## src/rtl/sevenseg_pkg.sv

```systemverilog
// Shared 7-segment definitions (gfedcba, active-low) used by both the encoder and the scan-capture path.
package sevenseg_pkg;

  typedef logic [6:0] seg_t;

  localparam seg_t SEG_BLANK = 7'b1111111;

  localparam seg_t SEG_HEX [16] = '{
    7'b1000000, 7'b1111001, 7'b0100100, 7'b0110000,
    7'b0011001, 7'b0010010, 7'b0000010, 7'b1011000,
    7'b0000000, 7'b0010000, 7'b0001000, 7'b0000011,
    7'b1000110, 7'b0100001, 7'b0000110, 7'b0001110
  };

  typedef struct packed {
    logic       valid;
    logic       blank;
    logic [3:0] nibble;
  } seg_dec_t;

  typedef enum logic {ST_EMPTY, ST_FULL} out_state_e;

  function automatic seg_dec_t seg_decode(input seg_t seg);
    seg_dec_t r;
    r = '0;
    if (seg == SEG_BLANK) r.blank = 1'b1;
    for (int i = 0; i < 16; i++) begin
      if (seg == SEG_HEX[i]) begin
        r.valid  = 1'b1;
        r.nibble = 4'(i);
      end
    end
    return r;
  endfunction

endpackage

```

## src/rtl/sevenseg_scan_capture_if.sv

```systemverilog
// Captured-frame port: DIGITS nibbles plus per-digit blank/error flags on a valid/ready handshake.
interface sevenseg_scan_capture_if #(
  parameter int DIGITS = 4
);
  logic [4*DIGITS-1:0] out_data;
  logic [DIGITS-1:0]   out_blank;
  logic [DIGITS-1:0]   out_err;
  logic                out_valid;
  logic                out_ready;

  modport master (output out_data, out_blank, out_err, out_valid, input out_ready);
  modport slave  (input out_data, out_blank, out_err, out_valid, output out_ready);
endinterface

```

## src/rtl/sevenseg_scan_capture_seg_hex_decoder.sv

```systemverilog
// Combinational segment-pattern to hex nibble decode; anything neither hex nor blank is flagged as error.
module seg_hex_decoder
  import sevenseg_pkg::*;
(
  input  seg_t       seg_i,
  output logic [3:0] nibble_o,
  output logic       blank_o,
  output logic       err_o
);

  seg_dec_t dec;

  assign dec      = seg_decode(seg_i);
  assign nibble_o = dec.nibble;
  assign blank_o  = dec.blank;
  assign err_o    = !dec.valid && !dec.blank;

endmodule

```

## src/rtl/sevenseg_scan_capture.sv

```systemverilog
// Samples a multiplexed 7-seg bus, rebuilds a DIGITS-nibble frame; slot write STABLE_CYCLES+2 cycles after input settles.
// Frame held while out_valid && !out_ready; a frame completing then is dropped and flagged with an overrun pulse.
module sevenseg_scan_capture
  import sevenseg_pkg::*;
#(
  parameter int DIGITS        = 4,
  parameter int STABLE_CYCLES = 4
) (
  input  logic                           clk,
  input  logic                           rst,
  input  seg_t                           seg_n,
  input  logic [DIGITS-1:0]              an_n,
  sevenseg_scan_capture_if.master        out,
  output logic                           overrun
);

  localparam int IW = (DIGITS > 1) ? $clog2(DIGITS) : 1;
  localparam int CW = $clog2(STABLE_CYCLES);
  localparam logic [CW-1:0] CNT_MAX = CW'(STABLE_CYCLES - 1);
  localparam logic [CW-1:0] CNT_ARM = CW'(STABLE_CYCLES - 2);

  seg_t seg_s1_q, seg_s2_q, prev_seg_q;
  logic [DIGITS-1:0] an_s1_q, an_s2_q;
  logic [IW-1:0] idx, prev_idx_q;
  logic prev_addr_q;
  logic [CW-1:0] cnt_q, cnt_d;
  logic [DIGITS-1:0] seen_q, seen_d, wr_mask;
  logic [4*DIGITS-1:0] slot_data_q, slot_data_d, data_q;
  logic [DIGITS-1:0] slot_blank_q, slot_blank_d, slot_err_q, slot_err_d, blank_q, err_q;
  out_state_e state_q, state_d;
  logic overrun_q, overrun_d, load;
  logic [DIGITS-1:0] an_low;
  logic addr, same, wr, complete, hs;
  logic [3:0] dec_nib;
  logic dec_blank, dec_err;

  seg_hex_decoder u_dec (
    .seg_i    (seg_s2_q),
    .nibble_o (dec_nib),
    .blank_o  (dec_blank),
    .err_o    (dec_err)
  );

  // Addressed only when exactly one anode is active.
  assign an_low = ~an_s2_q;
  assign addr   = (an_low != '0) && ((an_low & (an_low - DIGITS'(1))) == '0);

  always_comb begin
    idx = '0;
    for (int k = 0; k < DIGITS; k++) begin
      if (an_low[k]) idx = IW'(k);
    end
  end

  assign same     = addr && prev_addr_q && (idx == prev_idx_q) && (seg_s2_q == prev_seg_q);
  assign wr       = same && (cnt_q == CNT_ARM);
  assign wr_mask  = wr ? (DIGITS'(1) << idx) : '0;
  assign complete = &seen_q;
  assign hs       = (state_q == ST_FULL) && out.out_ready;

  always_comb begin
    cnt_d        = '0;
    slot_data_d  = slot_data_q;
    slot_blank_d = slot_blank_q;
    slot_err_d   = slot_err_q;
    if (same) cnt_d = (cnt_q == CNT_MAX) ? cnt_q : cnt_q + CW'(1);
    for (int k = 0; k < DIGITS; k++) begin
      if (wr_mask[k]) begin
        slot_data_d[4*k +: 4] = (dec_blank || dec_err) ? 4'h0 : dec_nib;
        slot_blank_d[k]       = dec_blank;
        slot_err_d[k]         = dec_err;
      end
    end
    seen_d = (complete ? '0 : seen_q) | wr_mask;
  end

  always_comb begin
    state_d   = state_q;
    load      = complete && ((state_q == ST_EMPTY) || hs);
    overrun_d = complete && !load;
    case (state_q)
      ST_EMPTY: if (load) state_d = ST_FULL;
      ST_FULL:  if (!load && hs) state_d = ST_EMPTY;
      default:  state_d = ST_EMPTY;
    endcase
  end

  always_ff @(posedge clk) begin
    if (rst) begin
      seg_s1_q     <= SEG_BLANK;
      seg_s2_q     <= SEG_BLANK;
      an_s1_q      <= '1;
      an_s2_q      <= '1;
      prev_seg_q   <= SEG_BLANK;
      prev_idx_q   <= '0;
      prev_addr_q  <= 1'b0;
      cnt_q        <= '0;
      seen_q       <= '0;
      slot_data_q  <= '0;
      slot_blank_q <= '0;
      slot_err_q   <= '0;
      data_q       <= '0;
      blank_q      <= '0;
      err_q        <= '0;
      state_q      <= ST_EMPTY;
      overrun_q    <= 1'b0;
    end else begin
      seg_s1_q     <= seg_n;
      seg_s2_q     <= seg_s1_q;
      an_s1_q      <= an_n;
      an_s2_q      <= an_s1_q;
      prev_seg_q   <= seg_s2_q;
      prev_idx_q   <= idx;
      prev_addr_q  <= addr;
      cnt_q        <= cnt_d;
      seen_q       <= seen_d;
      slot_data_q  <= slot_data_d;
      slot_blank_q <= slot_blank_d;
      slot_err_q   <= slot_err_d;
      state_q      <= state_d;
      overrun_q    <= overrun_d;
      if (load) begin
        data_q  <= slot_data_q;
        blank_q <= slot_blank_q;
        err_q   <= slot_err_q;
      end
    end
  end

  assign out.out_data  = data_q;
  assign out.out_blank = blank_q;
  assign out.out_err   = err_q;
  assign out.out_valid = (state_q == ST_FULL);
  assign overrun       = overrun_q;

endmodule

```

## src/flat_wrapper.sv

```systemverilog
// flat-port wrapper written by rule: the top's interface ports become plain ports
module sevenseg_scan_capture_flat import sevenseg_pkg::*;
#(
  parameter int DIGITS        = 4,
  parameter int STABLE_CYCLES = 4
)
  (clk, rst, seg_n, an_n, overrun, out_out_data, out_out_blank, out_out_err, out_out_valid, out_out_ready);
  sevenseg_scan_capture_if #(.DIGITS(DIGITS)) out_i ();
  input  logic clk;
  input  logic rst;
  input  seg_t seg_n;
  input  logic [DIGITS-1:0] an_n;
  output logic overrun;
  output wire logic [$bits(out_i.out_data)-1:0] out_out_data;
  output wire logic [$bits(out_i.out_blank)-1:0] out_out_blank;
  output wire logic [$bits(out_i.out_err)-1:0] out_out_err;
  output wire logic [$bits(out_i.out_valid)-1:0] out_out_valid;
  input wire logic [$bits(out_i.out_ready)-1:0] out_out_ready;
  assign out_out_data = out_i.out_data;
  assign out_out_blank = out_i.out_blank;
  assign out_out_err = out_i.out_err;
  assign out_out_valid = out_i.out_valid;
  assign out_i.out_ready = out_out_ready;
  sevenseg_scan_capture #(.DIGITS(DIGITS), .STABLE_CYCLES(STABLE_CYCLES)) u_core (.clk(clk), .rst(rst), .seg_n(seg_n), .an_n(an_n), .out(out_i), .overrun(overrun));
endmodule
```

## config.mk

```make
export PLATFORM = sky130hd
export DESIGN_NAME = sevenseg_scan_capture_flat
export DESIGN_NICKNAME = d
export VERILOG_FILES = /design/src/rtl/sevenseg_pkg.sv /design/src/rtl/sevenseg_scan_capture_if.sv /design/src/rtl/sevenseg_scan_capture_seg_hex_decoder.sv /design/src/rtl/sevenseg_scan_capture.sv /design/src/flat_wrapper.sv
export SDC_FILE = /design/constraint.sdc
export NUM_CORES = 1
export LEC_CHECK = 0
export BUFFER_PORTS_ARGS = -buffer_cell sky130_fd_sc_hd__buf_2
export CORE_MARGIN = 8
export CORE_UTILIZATION = 39
export CTS_CLUSTER_DIAMETER = 200
export DETAILED_ROUTE_END_ITERATION = 8
export GPL_TIMING_DRIVEN = 0
export REMOVE_ABC_BUFFERS = 1
export SETUP_SLACK_MARGIN = 0.05
export SKIP_CTS_REPAIR_TIMING = 1
export SLEW_MARGIN = 20
export SYNTH_ARGS = -nofsm -noshare
export SYNTH_HDL_FRONTEND = slang
export SYNTH_SLANG_ARGS = --single-unit
```

## constraint.sdc

```tcl
create_clock -name clk -period 1.9 [get_ports clk]
set_clock_uncertainty 0.05 [all_clocks]
set_input_delay 0.38 -clock clk [delete_from_list [all_inputs] [get_ports clk]]
set_output_delay 0.38 -clock clk [all_outputs]
set_load 0.05 [all_outputs]
```

* Yosys cells after proc, flatten, opt, wreduce, memory -nomap -nowiden
Cells that the tools add are included. W data, S select, Z words.
Storage, ports and cells: register bits 88, word-level logic and storage cells 115, output and inout port bits 26, input port bits 14
Cells by class: reductions and logical operators 20, muxes and demuxes 41, equal/unequal tests 20, shift operators 1, add/subtract/negate cells 2, bitwise gates (word level) 5
Operator list (count):
- $mux W4 | 17
- $eq A7 B7 Y1 const B | 5
- $eq A7 B5 Y1 const B | 3
- $eq A7 B6 Y1 const B | 3
- $mux W1 | 21
- $eq A7 B2 Y1 const B | 2
- $eq A7 B4 Y1 const B | 2
- $logic_and A1 B1 Y1 | 10
- $eq A7 B3 Y1 const B | 1
- $eq A7 B7 Y1 | 1
- $logic_not A7 Y1 | 1
- $and A4 B4 Y4 | 1
- $eq A2 B2 Y1 const B | 2
- $logic_not A4 Y1 | 1
- $mux W2 | 2
- $not A4 Y4 | 1
- $or A4 B4 Y4 | 1
- $reduce_and A4 Y1 | 1
- $reduce_bool A4 Y1 | 1
- $shl A1 B2 Y4 const A | 1
- $sub A4 B1 Y4 const B | 1
- $logic_not A1 Y1 | 3
- $add A2 B1 Y2 const B | 1
- $eq A2 B2 Y1 | 1
- other kinds (4) | 6

* Logic depth before layout (Yosys ltp)
Gate-level depths: netlist of the first run.
depth after elaboration 21, mapped depth 7, gate-level depth less buffers 6

* Cells and area by module
A second synthesis of the first run with hierarchy kept.
Second synthesis, totals: cells, all modules 377, area total of the unflattened synthesis 3608.5 µm²
Modules (own cells, without submodules):
- sevenseg_scan_capture | area an instance 3249.4 µm², seq. area each 1761.7 µm², cells an instance 322, instances 1
- seg_hex_decoder | area an instance 359.1 µm², seq. area each 0.0 µm², cells an instance 55, instances 1

* Worst setup path before layout of the first run
OpenSTA, ideal clock, no wires.
path type register to register, from reg u_core.seg_s2_q[5], to reg u_core.slot_blank_q[2], buffers on the path 2, required time 1.727 ns, cell stages (with the launch flop) 8, slack 0.151 ns, arrival 1.576 ns, setup time 0.123 ns, period minus slack after synthesis 1.749 ns, cell sequence dfxtp_1 -> buf_2 -> xnor2_2 -> nand3_2 -> or4_1 -> clkbuf_1 -> nand3b_1 -> o21ai_1
On the way: longest elaborated chain between the ends 4, elaborated cells on any way between the ends 6, classes of those cells eq/ne: 2; mux: 2; reduce/logical: 2
RTL lines:
- start: declaration | line sevenseg_scan_capture.sv:22 | seg_t seg_s1_q, seg_s2_q, prev_seg_q;
- start signal: assignment | line sevenseg_scan_capture.sv:109 | seg_s2_q <= seg_s1_q;
- $eq A7 B7 Y1 | line sevenseg_scan_capture.sv:55 | assign same = addr && prev_addr_q && (idx == prev_idx_q) && (seg_s2_q == prev_seg_q);
- $logic_and A1 B1 Y1 | line sevenseg_scan_capture.sv:55
- $logic_and A1 B1 Y1 | line sevenseg_scan_capture.sv:56 | assign wr = same && (cnt_q == CNT_ARM);
- $mux W4 | line sevenseg_scan_capture.sv:57 | assign wr_mask = wr ? (DIGITS'(1) << idx) : '0;
- end signal: assignment | line sevenseg_scan_capture.sv:118 | slot_blank_q <= slot_blank_d;
- end: declaration | line sevenseg_scan_capture.sv:29 | logic [DIGITS-1:0] slot_blank_q, slot_blank_d, slot_err_q, slot_err_d, blank_q, err_q;
Several ways; a longest one is shown, not always the timed one. A chain may end at the register's enable or synchronous reset.

* Worst setup path in the final report of the first run
from reg u_core.seg_s2_q[6], to reg u_core.slot_data_q[0]
On the way: longest elaborated chain between the ends 21, elaborated cells on any way between the ends 58, classes of those cells eq/ne: 17; mux: 34; reduce/logical: 7
RTL lines:
- $eq A7 B7 Y1 | line sevenseg_pkg.sv:28 | if (seg == SEG_HEX[i]) begin
- $mux W1 (16 in a row) | line sevenseg_pkg.sv:28
- $logic_not A1 Y1 | line sevenseg_scan_capture_seg_hex_decoder.sv:16 | assign err_o = !dec.valid && !dec.blank;
- $logic_and A1 B1 Y1 | line sevenseg_scan_capture_seg_hex_decoder.sv:16
- $logic_or A1 B1 Y1 | line sevenseg_scan_capture.sv:69 | slot_data_d[4*k +: 4] = (dec_blank || dec_err) ? 4'h0 : dec_nib;
- $mux W4 | line sevenseg_scan_capture.sv:69
- end signal: assignment | line sevenseg_scan_capture.sv:117 | slot_data_q <= slot_data_d;
- end: declaration | line sevenseg_scan_capture.sv:28 | logic [4*DIGITS-1:0] slot_data_q, slot_data_d, data_q;
Several ways; a longest one is shown, not always the timed one.

==> flow_metrics.tcl, run 1 <==
set metrics [dict create \
    yosys_warnings 0 \
    post-place-ws_ps -357.8 \
    coreArea_um2 9065 \
    rsz0062_at_grt "yes" \
    p_switching_w 0.0007980 \
    slew_headroom_pct 45.16 \
    cts_tree "done" \
    cts_made_buffers 9 \
    fin_crit_ps 1883 \
    layout_common_cells "dfxtp_1 (76), nand2_1 (63), a21oi_1 (38), buf_2 (38), or2_2 (29)" \
    nets 457 \
    postSynthAreaPerCell_um2 9.269 \
    setup_slack_ps 16.67 \
    timing.hold.ws_ps 158.0 \
    yosysSeqAreaShare_pct 49.37 \
    crit_path_start_kind "register" \
    synth-edff-count 0 \
    busiest_layer "met2" \
    hold_class "input port to register" \
    clockRootBuffer "clkbuf_8" \
    seqPwrFrac_pct 54.8 \
    leakagePower_nw 1.727 \
    finalWeightedCongestion 0.7314 \
    num_vias 2748 \
    yosys.area.top_type_share_pct 49.37 \
    ctsHtreeMaxLevel 3 \
    drc 0 \
    drive_gt1_share_pct 35.20 \
    ys_ff_latch 88 \
    hold_violations 0 \
    final_common_cell "dfxtp_1" \
    dp_hpwl_mm 4.381 \
    status "finished, final reports clean" \
    switching_share_pct 22.98 \
    synthFlopType "dfxtp_1" \
    core.rowCount 35 \
    use_met3_pct 3.084 \
    critPathRequiredTime_ps 2110 \
    die_w_um 111.7 \
    critical-path-max-stage-delay_ps 400 \
    drv_cap 0 \
    setup_viol 0 \
    drtIter0Drc 158 \
    routed_via_density 4.934 \
    p_int_w 0.002674 \
    critPathSlowestCell "nor4_4" \
    cts_sinks 88 \
    post_dp_cell_area_um2 3771 \
    criticalPathCategory "register to register" \
    gr-usage-met1_pct 13.32 \
    dp.cells 507 \
    die_h_um 111.7 \
    critPathMaxFanout 7 \
    power_density_nw_per_um2 782.6 \
    endpoint_kind "register" \
    clk_path_buf_depth 2 \
    grt_pass1_vias 2533 \
    grt_max_degree 91 \
    netlist_instances 385 \
    io_buffers 39 \
    path_clk_slew_ps 90 \
    grt_pass1_wl_mm 11.50 \
    fmax_ghz 0.5310 \
    drt_first_pass_iters 4 \
    stdcell_count 557 \
    synth_top_area_cell "dfxtp_1" \
    ant_nets 0 \
    arrival_ps 2090 \
    synth_area_um2 3568 \
    tightest_slew_ps 822.6 \
    peakVddDrop_uv 459.1 \
    gr-usage-all-layers_pct 10.94 \
    initial_core_util_pct 39.37 \
    final_area_um2 4437 \
    p_clk_share_pct 38.7 \
    overflow 0 \
    finalCritPeriodShare_pct 99.12 \
    dieArea_um2 12470 \
    async_flop_share_pct 0 \
    drt_wl_total_mm 7.232 \
    clk_latency_ps 350 \
    synth_area_leaders "dfxtp_1 (49%), nand2_1 (6.8%), a21oi_1 (5.3%)" \
    slew_violations 0 \
    power_frac_comb_pct 6.6 \
    antenna_found_initial 0 \
    io_pins 40 \
    path_cells "xnor2_4 -> nand4_4 -> buf_6 -> nor4_4 -> a21oi_1 -> a311oi_1" \
    area_growth_pct 24.33 \
    grt_use_met2_pct 17.57 \
    synth.distinct_cells 52 \
    num_antenna_cells 0 \
    wl_per_cell_um 12.98 \
]
## flip-flops by register name, summed over array words and instances (netlist names), 2 cells and up
name / flops
u_core.seg_s1_q: 7
u_core.prev_idx_q: 2
u_core.seg_s2_q: 7
u_core.an_s1_q: 4
u_core.slot_data_q: 16
u_core.out.out_data: 16
u_core.out.out_blank: 4
u_core.cnt_q: 2
u_core.slot_blank_q: 4
u_core.prev_seg_q: 7
u_core.slot_err_q: 4
u_core.an_s2_q: 4
u_core.out.out_err: 4
u_core.seen_q: 4
## cell families after synthesis
kind of cell               synth area share (%)
AOI/OAI and AO/OA                         11.50
xor gates and xnor gates                  3.857
adders and majority gates                0.7012
buffers and inverters                     4.453
DFF                                       49.37
muxes                                     3.086
and+or+nand+nor                           27.03
## cell usage after synthesis, types with 4 or more instances
cell type	number
or2_2	29
clkbuf_1	17
a211oi_1	5
a21oi_1	38
xnor2_1	5
nor3_1	4
nand3_1	6
nor2_1	21
nand2b_1	8
dfxtp_1	88
mux2i_1	11
o21ai_0	8
nand3b_1	5
buf_2	7
nand2_1	65
nor2b_1	4
## worst max-delay path, delay by kind of cell, from the launching register on
| kind | cells | cell delay, ps |
|---|---|---|
| XOR/XNOR | 1 | 170 |
| AO/OA/AOI/OAI | 2 | 390 |
| AND/OR/NAND/NOR | 2 | 610 |
| buffers and inverters | 1 | 190 |
| flip-flops | 1 | 390 |
## metrics by stage
stage / power (W) / util, % / setup TNS, ps
4_1_cts: 0.003450 / 43.96 / -8620
2_1_floorplan: 0.002039 / - / -123.6
3_3_place_gp: 0.002095 / 41.42 / -17440
3_5_place_dp: 0.002101 / 41.60 / -8057
5_1_grt: 0.003621 / 48.94 / -257.5
6_report: 0.003472 / 48.94 / 0
## routing by layer
metal	vias to the layer above	wire length [um]
li1	1415	-
met1	1261	3389
met2	62	3393
met3	10	353
met4	0	96
met5	-	0
## path summary, 6_finish.rpt
path / start / to / slack [ps] / depth (start not counted)
hold / removal: an_n[1] / u_core.an_s1_q[1] / 160 / 2
setup / recovery: u_core.seg_s2_q[6] / u_core.slot_data_q[0] / 20 / 6
setup reg to reg: u_core.seg_s2_q[6] / u_core.slot_data_q[0] / 20 / 6
hold reg to reg: u_core.seg_s1_q[5] / u_core.seg_s2_q[5] / 360 / 1
## area by class of cell
| class | instances | area (um^2) |
|---|---|---|
| fillers | 870 | 4628 |
| flip-flops and latches | 88 | 1797 |
| multi-input cells | 265 | 1765 |
| repair buffers | 74 | 510.5 |
| clock buffers | 11 | 151.4 |
| well taps | 111 | 138.9 |
| clock inverters | 5 | 62.56 |
| inverters | 3 | 11.26 |
## power by group through the flow
stage          Sequential [W]  Clock (W)  Combinational (W)
2_1_floorplan         0.00194          0          0.0000972
3_3_place_gp          0.00195          0           0.000145
3_5_place_dp          0.00195          0           0.000149
4_1_cts               0.00191    0.00139           0.000150
5_1_grt               0.00191    0.00147           0.000246
6_report              0.00190    0.00134           0.000229
No activity file was read; power rests on OpenSTA's default activity.
==> run 2: changes to the inputs <==
--- a/config.mk
+++ b/config.mk
@@ -11,7 +11,6 @@
 export CTS_CLUSTER_DIAMETER = 200
 export DETAILED_ROUTE_END_ITERATION = 8
 export GPL_TIMING_DRIVEN = 0
-export REMOVE_ABC_BUFFERS = 1
 export SETUP_SLACK_MARGIN = 0.05
 export SKIP_CTS_REPAIR_TIMING = 1
 export SLEW_MARGIN = 20
==> run 2 against run 1 <==
Non-clock buffer count up 13; fmax increased by 0.22%; via count rose by 4.4%; critical path depth is 1 higher; routed wire length is 11% higher; final area up 0.17%; combinational power rose by 7%; critical path type unchanged; largest cell class is now multi-input gates.
==> flow_metrics.tcl, run 2 (synthesized netlist as in run 1, its figures left out) <==
set metrics [dict create \
    status "finished, final reports clean" \
    slew_violations 0 \
    hold_class "input port to register" \
    critical-path-max-stage-delay_ps 390 \
    tightest_slew_ps 563.9 \
    crit_buf_inv 2 \
    overflow 0 \
    clk_latency_ps 360 \
    leakagePower_nw 1.729 \
    finalWeightedCongestion 0.8567 \
    arrival_ps 2090 \
    die_h_um 111.7 \
    stdcell_count 569 \
    path_depth 7 \
    worst_hold_path.num_cells 2 \
    io_pins 40 \
    drc 0 \
    critPathMaxFanout 6 \
    core.rowCount 35 \
    layout_common_cells "dfxtp_1 (82), nand2_1 (63), buf_2 (39)" \
    finalCritPeriodShare_pct 98.90 \
    ctsHtreeMaxLevel 3 \
    post_dp_cell_area_um2 3897 \
    routed_via_density 5.040 \
    dp_hpwl_mm 5.534 \
    cts_made_buffers 9 \
    fmax_ghz 0.5322 \
    crit_path_start_kind "register" \
    drtIter0Drc 119 \
    num_vias 2868 \
    grt_pass1_vias 2730 \
    antenna_found_initial 0 \
    grt_max_degree 17 \
    clk_path_buf_depth 2 \
    drt_wl_total_mm 8.020 \
    criticalPathCategory "register to register" \
    nets 470 \
    cts_sinks 88 \
    critical_path.top_delay_family "simple AND/OR/NAND/NOR gates" \
    hold_violations 0 \
    die_w_um 111.7 \
    io_buffers 38 \
    r2r_cells 7 \
    path_cells "buf_6 -> and3b_1 -> o211ai_1 -> buf_4 -> nor4_4 -> a21oi_1 -> a311oi_1" \
    drv_cap 0 \
    grt_pass1_wl_mm 13.16 \
    drive_gt1_share_pct 33.84 \
    endpoint_kind "register" \
    dieArea_um2 12470 \
    final_common_cell "dfxtp_1" \
    gr-usage-all-layers_pct 12.91 \
    initial_core_util_pct 39.37 \
    path_clk_slew_ps 90 \
    coreArea_um2 9065 \
    area_growth_pct 24.54 \
    fin_crit_ps 1879 \
    synth_fp_nets 401 \
    critPathSlowestCell "nor4_4" \
    drt_first_pass_iters 4 \
    dp.cells 534 \
    clockRootBuffer "clkbuf_8" \
    setup_slack_ps 20.84 \
    peakVddDrop_uv 427.0 \
    power_density_nw_per_um2 780.8 \
    critPathRequiredTime_ps 2110 \
    cts_tree "done" \
    rsz0062_at_grt "yes" \
    final_area_um2 4444 \
    ant_nets 0 \
    slew_headroom_pct 62.40 \
    wl_per_cell_um 14.09 \
    num_antenna_cells 0 \
    setup_viol 0 \
    post-place-ws_ps -158.3 \
]
## run 2: cell type report
type / instances / area [um^2]
tap: 111 / 138.9
multi-input combinational: 265 / 1775
fill: 874 / 4621
inverter: 3 / 11.26
buffer: 29 / 196.4
clock inverter: 6 / 75.07
timing repair buffer: 58 / 354.1
clock buffer: 9 / 123.9
sequential: 88 / 1769
## run 2: power by group
group / internal, W / leakage [nW] / switching [W]
sequential: 0.00187 / 0.713 / 0.0000181
combinational: 0.000116 / 0.917 / 0.000128
clock: 0.000624 / 0.0986 / 0.000710
total: 0.00261 / 1.73 / 0.000856
## run 2: worst register-to-register path, stage by stage, from the launching register on
cell and delay (ps):
dfxtp_2 330, buf_6 110, and3b_1 220, o211ai_1 160
buf_4 180, nor4_4 390, a21oi_1 130, a311oi_1 220
## run 2: worst paths after layout
path	from	end	slack, ps
worst max-delay path	u_core.an_s2_q[1]	u_core.slot_data_q[0]	20
worst min-delay path	seg_n[1]	u_core.seg_s1_q[1]	150
worst max register to register	u_core.an_s2_q[1]	u_core.slot_data_q[0]	20
worst min register to register	u_core.seg_s1_q[6]	u_core.seg_s2_q[6]	360
## run 2: layer usage
| metal | vias up | routed length, um | GRT usage (%) |
|---|---|---|---|
| li1 | 1435 | - | - |
| met1 | 1366 | 3657 | 15.27 |
| met2 | 58 | 3900 | 21.77 |
| met3 | 9 | 356 | 3.193 |
| met4 | 0 | 105 | 5.469 |
| met5 | - | 0 | 0 |
## run 2: metrics by stage
stage | total power [W] | hold slack [ps] | TNS (ps) | util [%]
after floorplan | 0.002071 | 339.5 | 0 | -
after global placement | 0.002120 | 343.1 | -830.0 | 43.00
after detailed placement | 0.002124 | 344.5 | -922.1 | 43.00
after CTS | 0.003456 | 134.7 | -1195 | 45.19
after global routing | 0.003614 | 133.1 | -670.5 | 49.03
final | 0.003470 | 151.5 | 0 | 49.03
==> run 3: changes to the inputs <==
--- a/config.mk
+++ b/config.mk
@@ -5,12 +5,15 @@
 export SDC_FILE = /design/constraint.sdc
 export NUM_CORES = 1
 export LEC_CHECK = 0
+export ABC_CLOCK_PERIOD_IN_PS = 1900
 export BUFFER_PORTS_ARGS = -buffer_cell sky130_fd_sc_hd__buf_2
+export CORE_ASPECT_RATIO = 0.6
 export CORE_MARGIN = 8
 export CORE_UTILIZATION = 39
 export CTS_CLUSTER_DIAMETER = 200
 export DETAILED_ROUTE_END_ITERATION = 8
 export GPL_TIMING_DRIVEN = 0
+export REMOVE_ABC_BUFFERS = 1
 export SETUP_SLACK_MARGIN = 0.05
 export SKIP_CTS_REPAIR_TIMING = 1
 export SLEW_MARGIN = 20
==> run 3 against run 2 <==
Via count fell by 3.2%; sequential power about the same; sequential cell count is the same; final cell count shrank 2.8%; routed wire length is 3.2% lower; power rose by 19%; register-to-register slack gained 30 ps.
==> flow_metrics.tcl, run 3 (synthesized netlist as in run 1, its figures left out) <==
set metrics [dict create \
    worstHoldEndpoint "u_core.seg_s1_q[0]" \
    reg2reg_from "u_core.seg_s2_q[4]" \
    layout_common_cells "dfxtp_1 (75), nand2_1 (64), a21oi_1 (38), buf_2 (38), or2_2 (29)" \
    slew_violations 0 \
    final_common_cell "dfxtp_1" \
    status "finished, final reports clean" \
    dieArea_um2 12570 \
    gr-usage-all-layers_pct 11.75 \
    timing.hold.ws_ps 163.4 \
    crit_path_start_kind "register" \
    core.rowCount 27 \
    rsz0062_at_grt "yes" \
    post-route-util_pct 50.03 \
    num_antenna_cells 0 \
    stdcell_count 553 \
    drive_gt1_share_pct 35.01 \
    finalCritPeriodShare_pct 97.24 \
    area_growth_pct 26.47 \
    num_vias 2775 \
    critPathSlowestCell "a2111o_2" \
    ctsHtreeMaxLevel 3 \
    die_h_um 90.10 \
    leakagePower_nw 1.728 \
    rr_endpoint "u_core.slot_data_q[13]" \
    critPathMaxFanout 9 \
    slew_headroom_pct 45.32 \
    arrival_ps 2060 \
    io_pins 40 \
    ant_nets 0 \
    fmax_ghz 0.5413 \
    fill_cells 841 \
    critPathRequiredTime_ps 2110 \
    finalWeightedCongestion 0.7635 \
    io_buffers 39 \
    cts_sinks 88 \
    wl_per_cell_um 14.04 \
    path_cells "xnor2_4 -> nand4_4 -> a2111o_2 -> nor2b_4 -> a211oi_2" \
    criticalPathCategory "register to register" \
    initial_core_util_pct 39.56 \
    drtIter0Drc 142 \
    finalPower_w 0.004132 \
    min_from "seg_n[0]" \
    drt_wl_total_mm 7.765 \
    fin_crit_ps 1847 \
    clk_latency_ps 340 \
    hold_class "input port to register" \
    cts_made_buffers 9 \
    routed_via_density 5.018 \
    power_density_nw_per_um2 915.6 \
    endpoint_kind "register" \
    dp_hpwl_mm 4.663 \
    grt_pass1_vias 2498 \
    antenna_found_initial 0 \
    setup_viol 0 \
    critical-path-max-stage-delay_ps 570 \
    clk_path_buf_depth 2 \
    grt_pass1_wl_mm 12.02 \
    grt_max_degree 91 \
    path_clk_slew_ps 60 \
    nets 448 \
    clockRootBuffer "clkbuf_16" \
    r2r_slack_ps 50 \
    drv_cap 0 \
    hold_violations 0 \
    worst_hold_path.num_cells 2 \
    cts_tree "done" \
    peakVddDrop_uv 482.6 \
    overflow 0 \
    coreArea_um2 9020 \
    tightest_slew_ps 820.2 \
    drc 0 \
    r2r_cells 5 \
    die_w_um 139.5 \
    dp.cells 512 \
    drt_first_pass_iters 4 \
]
==> run 3: cell count changes in the layout (fill, tap and decap cells not counted), sizes merged <==
cell / before / now
inv: 7 / 4
clkinvlp: 1 / 2
clkinv: 0 / 1
buf: 68 / 61
clkbuf: 28 / 12
bufinv: 1 / 3
a2111o: 1 / 2
==> run 3: report_power, final <==
group	internal (W)	leakage, nW	switching [W]
Sequential	0.00187	0.714	0.0000388
Combinational	0.000105	0.852	0.000106
Clock	0.00129	0.162	0.000728
Total	0.00326	1.73	0.000872
==> run 3: cell type report <==
| cell class | instances | area, um^2 | area share, % |
|---|---|---|---|
| Clock buffer | 9 | 225.2 | 4.990 |
| Clock inverter | 7 | 118.9 | 2.634 |
| Inverter | 3 | 11.26 | 0.2495 |
| Multi-Input combinational cell | 266 | 1826 | 40.45 |
| Sequential cell | 88 | 1798 | 39.84 |
| Tap cell | 116 | 145.1 | 3.216 |
| Timing Repair Buffer | 64 | 389.1 | 8.622 |
==> run 3: metal layers <==
layer | track usage (%) | wire length [um]
met1 | 15.65 | 3901
met2 | 16.48 | 3365
met3 | 4.960 | 411
met4 | 4.360 | 86
met5 | 0 | 0
==> run 3: worst max-delay path by stage <==
| stage | start | endpoint | slack (ps) |
|---|---|---|---|
| finish | u_core.seg_s2_q[4] | u_core.slot_data_q[13] | 50 |
| global route | u_core.seg_s2_q[4] | u_core.cnt_q[1] | -10 |
| CTS | u_core.seg_s2_q[3] | u_core.slot_data_q[11] | -390 |
| detailed placement | u_core.seg_s2_q[3] | u_core.slot_data_q[11] | -370 |
| global placement | u_core.seen_q[2] | u_core.out.out_data[13] | -680 |
| floorplan | u_core.seg_s2_q[3] | u_core.cnt_q[0] | -30 |
==> run 3: worst max-delay path: cells and delay by family, from the launching register on <==
family                    cells  cell delay [ps]
and+or+nand+nor               2              410
AOI/OAI and AO/OA             2              750
xor gates and xnor gates      1              140
DFF                           1              420
==> run 3: per-stage QoR <==
step | area, um^2 | setup WS [ps] | setup TNS (ps)
after floorplan | 3421 | -29.41 | -123.6
after global placement | 3761 | -677.0 | -21250
after detailed placement | 3781 | -372.4 | -8320
after CTS | 4125 | -388.6 | -8862
after global routing | 4513 | -11.47 | -27.41
final | 4513 | 52.53 | 0
